[src/rtl/inst_fetch_unit_pkg.sv]
// Shared widths and the fetch-queue entry layout used by the instruction fetch unit.
package inst_fetch_unit_pkg;

    localparam int kInstW    = 9;
    localparam int kAddrW    = 8;
    localparam int kIfqDepth = 4;

    typedef struct packed {
        logic [kInstW-1:0] inst;
        logic [kAddrW-1:0] pc;
    } fetch_entry_t;

endpackage

[src/rtl/inst_fetch_unit_fifo.sv]
// Synchronous FIFO of fetched {instruction, PC} entries with a single-cycle clear.
module ifq_fifo
    import inst_fetch_unit_pkg::*;
#(
    parameter  int DEPTH = kIfqDepth,
    localparam int PW    = $clog2(DEPTH),
    localparam int CW    = PW + 1
) (
    input  logic         clk,
    input  logic         reset,
    input  logic         clear,
    input  logic         push,
    input  fetch_entry_t push_data,
    input  logic         pop,
    output fetch_entry_t head,
    output logic [CW-1:0] count,
    output logic         full,
    output logic         empty
);

    fetch_entry_t  mem_reg [DEPTH];
    logic [PW-1:0] wr_ptr_reg;
    logic [PW-1:0] rd_ptr_reg;
    logic [CW-1:0] count_reg;
    logic          pop_en;
    logic          push_en;

    assign full    = (count_reg == CW'(DEPTH));
    assign empty   = (count_reg == '0);
    assign pop_en  = pop && !empty;
    // A pop in the same cycle frees the slot, so a push into a full queue is still safe.
    assign push_en = push && (!full || pop_en);
    assign count   = count_reg;
    assign head    = empty ? '0 : mem_reg[rd_ptr_reg];

    always_ff @(posedge clk) begin
        if (reset || clear) begin
            wr_ptr_reg <= '0;
            rd_ptr_reg <= '0;
            count_reg  <= '0;
        end else begin
            if (push_en) begin
                wr_ptr_reg <= wr_ptr_reg + 1'b1;
            end
            if (pop_en) begin
                rd_ptr_reg <= rd_ptr_reg + 1'b1;
            end
            case ({push_en, pop_en})
                2'b10:   count_reg <= count_reg + 1'b1;
                2'b01:   count_reg <= count_reg - 1'b1;
                default: count_reg <= count_reg;
            endcase
        end
    end

    always_ff @(posedge clk) begin
        if (push_en && !reset && !clear) begin
            mem_reg[wr_ptr_reg] <= push_data;
        end
    end

endmodule

[src/rtl/inst_fetch_unit.sv]
// Fetch unit: issues ROM reads for PC addresses, buffers returned words and hands them to the decoder.
module inst_fetch_unit
    import inst_fetch_unit_pkg::*;
#(
    parameter int DEPTH = kIfqDepth,
    parameter int IW    = kInstW,
    parameter int AW    = kAddrW
) (
    input  logic          clk,
    input  logic          reset,
    input  logic [AW-1:0] pc_in,
    input  logic          pc_valid,
    output logic          pc_ready,
    input  logic          flush,
    output logic [AW-1:0] imem_addr,
    output logic          imem_rd_en,
    input  logic [IW-1:0] imem_rdata,
    output logic [IW-1:0] inst_out,
    output logic [AW-1:0] inst_pc,
    output logic          inst_valid,
    input  logic          inst_ready
);

    localparam int CW = $clog2(DEPTH) + 1;

    logic          inflight_reg;
    logic [AW-1:0] pc_reg;
    logic [CW:0]   occupancy;
    logic          issue;
    logic [CW-1:0] count;
    logic          full;
    logic          empty;
    fetch_entry_t  push_data;
    fetch_entry_t  head;

    // Buffered plus in-flight words: a slot is reserved at issue time so returns never drop.
    assign occupancy  = (CW+1)'(count) + (CW+1)'(inflight_reg);
    assign issue      = pc_valid && !flush && !reset && !full
                        && (occupancy < (CW+1)'(DEPTH));
    assign pc_ready   = issue;
    assign imem_rd_en = issue;
    assign imem_addr  = reset ? '0 : pc_in;

    always_ff @(posedge clk) begin
        if (reset) begin
            inflight_reg <= 1'b0;
            pc_reg       <= '0;
        end else begin
            inflight_reg <= issue;
            if (issue) begin
                pc_reg <= pc_in;
            end
        end
    end

    assign push_data.inst = imem_rdata;
    assign push_data.pc   = pc_reg;

    ifq_fifo #(.DEPTH(DEPTH)) u_fifo (
        .clk       (clk),
        .reset     (reset),
        .clear     (flush),
        .push      (inflight_reg && !flush),
        .push_data (push_data),
        .pop       (inst_ready && !flush),
        .head      (head),
        .count     (count),
        .full      (full),
        .empty     (empty)
    );

    assign inst_valid = !empty;
    assign inst_out   = head.inst;
    assign inst_pc    = head.pc;

endmodule

[config.mk]
export PLATFORM = sky130hd
export DESIGN_NAME = inst_fetch_unit
export DESIGN_NICKNAME = d
export VERILOG_FILES = /design/src/rtl/inst_fetch_unit_pkg.sv /design/src/rtl/inst_fetch_unit_fifo.sv /design/src/rtl/inst_fetch_unit.sv
export SDC_FILE = /design/constraint.sdc
export NUM_CORES = 1
export LEC_CHECK = 0
export BUFFER_PORTS_ARGS = -buffer_cell sky130_fd_sc_hd__buf_4
export CAP_MARGIN = 20
export CORE_MARGIN = 5
export CORE_UTILIZATION = 56
export DETAILED_ROUTE_END_ITERATION = 10
export PLACE_DENSITY = 0.78
export SLEW_MARGIN = 40
export SYNTH_ARGS = -nofsm -noshare
export SYNTH_HDL_FRONTEND = slang
export SYNTH_SLANG_ARGS = --single-unit
[constraint.sdc]
create_clock -name clk -period 3.3 [get_ports clk]
set_input_delay 0.495 -clock clk [delete_from_list [all_inputs] [get_ports clk]]
set_output_delay 0.495 -clock clk [all_outputs]
set_load 0.01 [all_outputs]
# Word-level counts from Yosys, hierarchy flattened
# Memories as Yosys holds them, arrays and structs flattened. A register that Yosys moved wholly into a read port is not among the register bits.
# Cells that the tools add are included.
# W data, S select, Z words.
# word_totals
regBits	16
mem_bits_rw	68
in_bits	22
out_inout_bits	28
wordCells	40
n_memories	1
# mem_list
memory	words	width	read_ports	rd_ports_with_merged_regs	wr	line	text
u_fifo.mem_reg	4	17	1	1	1	inst_fetch_unit_fifo.sv:21	fetch_entry_t mem_reg [DEPTH];
# op_classes
add_sub_neg	5
magnitude_cmp	1
eq_ne	3
n_mux	7
reduce_logical	18
# op_table
op	n
$mux W17	1
$logic_and A1 B1 Y1	10
$mux W8	1
$pmux W3 S2	1
$add A2 B1 Y2 const B	2
$add A3 B1 Y4	1
$logic_not A1 Y1	4
$lt A4 B3 Y1 const B	1
$mux W2	2
$add A3 B1 Y3 const B	1
$eq A3 B3 Y1 const B	1
$logic_not A3 Y1	1
$sub A3 B1 Y3 const B	1
$eq A2 B1 Y1 const B	1
$eq A2 B2 Y1 const B	1
$logic_or A1 B1 Y1	2
$mux W1	2
$reduce_bool A2 Y1	1

# Longest topological paths before layout
# logic_depth
word_depth	9
mapped_depth	8
mapped_depth_nobuf	8

# By module
# Synthesis repeated with hierarchy kept, for this count alone.
# hier_totals
hier_cells	206
hier_area_um2	3549.7
# by_module_without_submodules
mod	n_inst	cells_each	area_each_um2	seq_area_each_um2
ifq_fifo	1	163	3069.2	2222.1
inst_fetch_unit	1	43	480.5	180.2

# Least setup slack after synthesis
# No wires, ideal clock.
# synth_path
path_type	in2reg
from	input port inst_ready
to	memory u_fifo.mem_reg[1][0] (netlist name) (enable)
setup_time_ns	0.416
arrival_time_ns	2.095
required_time_ns	2.884
slack_ns	0.788
cell_stages	3
n_path_buf	0
path_cell_list	or4b_1 -> nand3b_4 -> nor3b_1
# synth_via
elab_chain_len	8
# synth_lines
element	line	text
start: declaration	inst_fetch_unit.sv:21	input logic inst_ready
$logic_and A1 B1 Y1	inst_fetch_unit.sv:65	.pop (inst_ready && !flush),
$logic_and A1 B1 Y1	inst_fetch_unit_fifo.sv:30	assign pop_en = pop && !empty;
$logic_or A1 B1 Y1	inst_fetch_unit_fifo.sv:32	assign push_en = push && (!full || pop_en);
$logic_and A1 B1 Y1	inst_fetch_unit_fifo.sv:32	
$logic_and A1 B1 Y1 (2 in a row)	inst_fetch_unit_fifo.sv:57	if (push_en && !reset && !clear) begin
$mux W1	inst_fetch_unit_fifo.sv:57	
$mux W1 (implied by the code)	inst_fetch_unit_fifo.sv:58	mem_reg[wr_ptr_reg] <= push_data;
end: declaration	inst_fetch_unit_fifo.sv:21	
# Every way passes these cells.

# Worst setup path in the final report
# layout_path
from	register u_fifo.count_reg[2], in the netlist u_fifo.count[2]
to	register u_fifo.count_reg[2], in the netlist u_fifo.count[2]
# layout_via
elab_chain_len	7
elab_cells_between_ends	13
cone_classes	2 x add/sub; 3 x eq/ne; 1 x mux; 7 x reduce/logical
# layout_lines
element	line	text
start: declaration	inst_fetch_unit_fifo.sv:24	logic [CW-1:0] count_reg;
start signal: assignment	inst_fetch_unit_fifo.sv:49	2'b10: count_reg <= count_reg + 1'b1;
start signal: assignment	inst_fetch_unit_fifo.sv:50	2'b01: count_reg <= count_reg - 1'b1;
start signal: assignment	inst_fetch_unit_fifo.sv:51	default: count_reg <= count_reg;
$logic_not A3 Y1	inst_fetch_unit_fifo.sv:29	assign empty = (count_reg == '0);
$logic_not A1 Y1	inst_fetch_unit_fifo.sv:30	
$logic_and A1 B1 Y1	inst_fetch_unit_fifo.sv:30	
$logic_or A1 B1 Y1	inst_fetch_unit_fifo.sv:32	
$logic_and A1 B1 Y1	inst_fetch_unit_fifo.sv:32	
$eq A2 B1 Y1 / $eq A2 B2 Y1 (equally long branches)	inst_fetch_unit_fifo.sv:48	case ({push_en, pop_en})
$pmux W3 S2 / $reduce_bool A2 Y1 (equally long branches)	--	
# Several ways; a longest one is shown, not always the timed one.
# A chain may end at the register's enable or synchronous reset.

==> impl_metrics.toml <==
[timing]
final-setup-viol-count = 0
slew_headroom_pct = 55.9
rsz0062_at_grt = "false"
fin_crit_sh_pct = 76.7
timing.hold.ws_ps = 361
worst_pin_slew_ps = 660
setup_tns_ps = 0
fin_skew_ps = 10.0
hold_viol_final = 0
timing.fmax_mhz = 395
slew_violations = 0
timing.final.crit_period_ps = 2530

[power_and_ir_drop]
peakVddDrop_mv = 0.276
p_per_area_nw_per_um2 = 462
p_leak_uw = 0.00148

[floorplan]
io_pins = 50
die_height_um = 89.4
coreArea_um2 = 6240
num_rows = 29
die-area_um2 = 7990
die_w_um = 89.4
initial_core_util_pct = 56.5

[global_route]
met3_usage_pct = 4.15
grt_pass1_vias = 1908
grt_pass1_wl_um = 9380
track_usage_pct = 16.2
grtUsageMet1_pct = 21.3
antenna_found_initial = 0
use_met2_pct = 25.9
grt.busiest_layer = "met2"
overflow = 0
grt_max_degree = 25

[layout]
fillers = 441
layout-drive-gt1-share_pct = 34.3
largest_register_ffs = 68
nets = 297
diodes = 0
fin_util_pct = 66.6
area.growth.synth_to_final_pct = 17.8

[logic_synthesis]
syn_inst = 215
synth-async-reset-ratio_pct = 0
synth.yosys.seq_area_share_pct = 68.1
yosysWarnings = 0
synth_seq_cells = 86
synth.distinct_cells = 33
synth_edf_count = 68
synth_area_um2 = 3530
avgSynthCellArea_um2 = 16.4
synth-main-ff-cell = "edfxtp_1"
syn-num-nets = 243

[critical_path]
crit_path_end_kind = "flop"
critical_path_class = "reg -> reg"
crit_fanout = 7
cp.required_ps = 3570
crit_arrival_ps = 2800
critPathLaunchType = "flop"

[outcome]
status = "finished clean"

[clock_tree]
numCtsBuffers = 9
cts.htree.levels = 3
clk_pin_slew_ps = 80
cts-root-buf = "clkbuf_8"
clock-sinks = 86
cts_buffer_depth = 2
clock_latency_ps = 330
cts_setup_buffers = 0
cts_hold_buf = 0
cts_resized = 0
tritoncts = "built"

[detailed_routing]
ant_nets = 0
dr.pass1.iters = 4
wirelength_um = 5750
vias_per_cell = 5.37
drc = 0
vias = 1884
drt-initial-drc-count = 99
routedWlPerCell_um = 16.4

[placement]
portBuffers = 49
gp_congestion = 0.793
hpwl_um = 3850

[worst_hold_path]
hold_path_class = "in -> reg"

[run]
maxCapViolCount = 0
[critical path, stage by stage (launching register included)]
cell and delay [ps]:
dfxtp_1 460, or4b_1 510, nand3b_4 160, ha_1 200, inv_1 60, fa_1 370, xor2_1 160, or3_2 410
a21oi_1 140
[final timing paths]
kind | start | end | slack, ps | cells past startpoint
worst max register to register | u_fifo.count[2] | u_fifo.count[2] | 770 | 8
worst min-delay path | imem_rdata[6] | u_fifo.mem_reg[1][14] | 360 | 1
worst min register to register | u_fifo.rd_ptr_reg[1] | flop | 500 | 2
worst max-delay path | u_fifo.count[2] | u_fifo.count[2] | 770 | 8
[synth_stat cells (3+ instances only)]
cell type,count,area share (%)
dfxtp_1,18,10
nor3b_1,4,0.85
nand2_1,5,0.53
ha_1,5,1.8
nor2b_1,25,4.4
mux4_2,14,8.9
buf_2,4,0.57
xor2_1,3,0.75
o21ai_1,7,0.99
inv_1,6,0.64
nand3_1,9,1.3
a21oi_1,11,1.6
edfxtp_1,68,58
clkbuf_1,3,0.32
nor2_1,9,0.96
mux4_1,3,2.2
[routing by layer]
metal | vias to the layer above | part of all wire [%]
li1 | 924 | -
met1 | 910 | 44
met2 | 44 | 50
met3 | 6 | 4.7
met4 | 0 | 1.4
met5 | - | 0
[layout by cell type, fill, tap and decap left out, types with 3 or more instances in the layout]
master	instances
a21oi_1	11
buf_4	55
clkbuf_1	3
clkbuf_8	9
dfxtp_1	17
edfxtp_1	68
ha_1	5
inv_1	6
mux4_1	3
mux4_2	14
nand2_1	5
nand3_1	9
nor2_1	9
nor2b_1	25
nor3b_2	4
o21ai_1	7
xor2_1	3
[stage by stage]
step | cell area [µm²] | total power, µW | worst slack (ps) | instances
after global placement | 3970 | 1270 | 632 | 335
after global routing | 4160 | 2000 | 642 | 351
after floorplan | 3530 | 1230 | 788 | 215
final | 4160 | 1920 | 770 | 351
after CTS | 4160 | 1940 | 757 | 351
after detailed placement | 3970 | 1280 | 597 | 335
[where the power goes]
group          internal [µW]  switching (µW)  total [µW]
Clock                    348             323         671
Sequential              1170            5.47        1180
Combinational           38.8            35.7        74.5
Total                   1560             364        1920
[kinds of logic after synthesis]
kind of cell             count (synthesis)  synth area share (%)
AND/OR/NAND/NOR                         61                  10.6
multiplexers                            19                  11.7
XOR/XNOR                                 3                 0.745
adder cells (fa/ha/maj)                  6                  2.34
AO/OA/AOI/OAI                           22                  3.30
flip-flops                              86                  68.1
buffers and inverters                   18                  3.16
[area by class of cell]
type | count | area, µm² | share of cell area, %
Clock buffer | 12 | 135 | 3.25
Clock inverter | 4 | 47.5 | 1.14
Sequential cell | 86 | 2400 | 57.8
Multi-Input combinational cell | 111 | 1040 | 25.0
Inverter | 6 | 22.5 | 0.542
Tap cell | 77 | 96.3 | 2.32
Timing Repair Buffer | 55 | 413 | 9.93
Note: power is estimated with default switching activity, not from simulation.
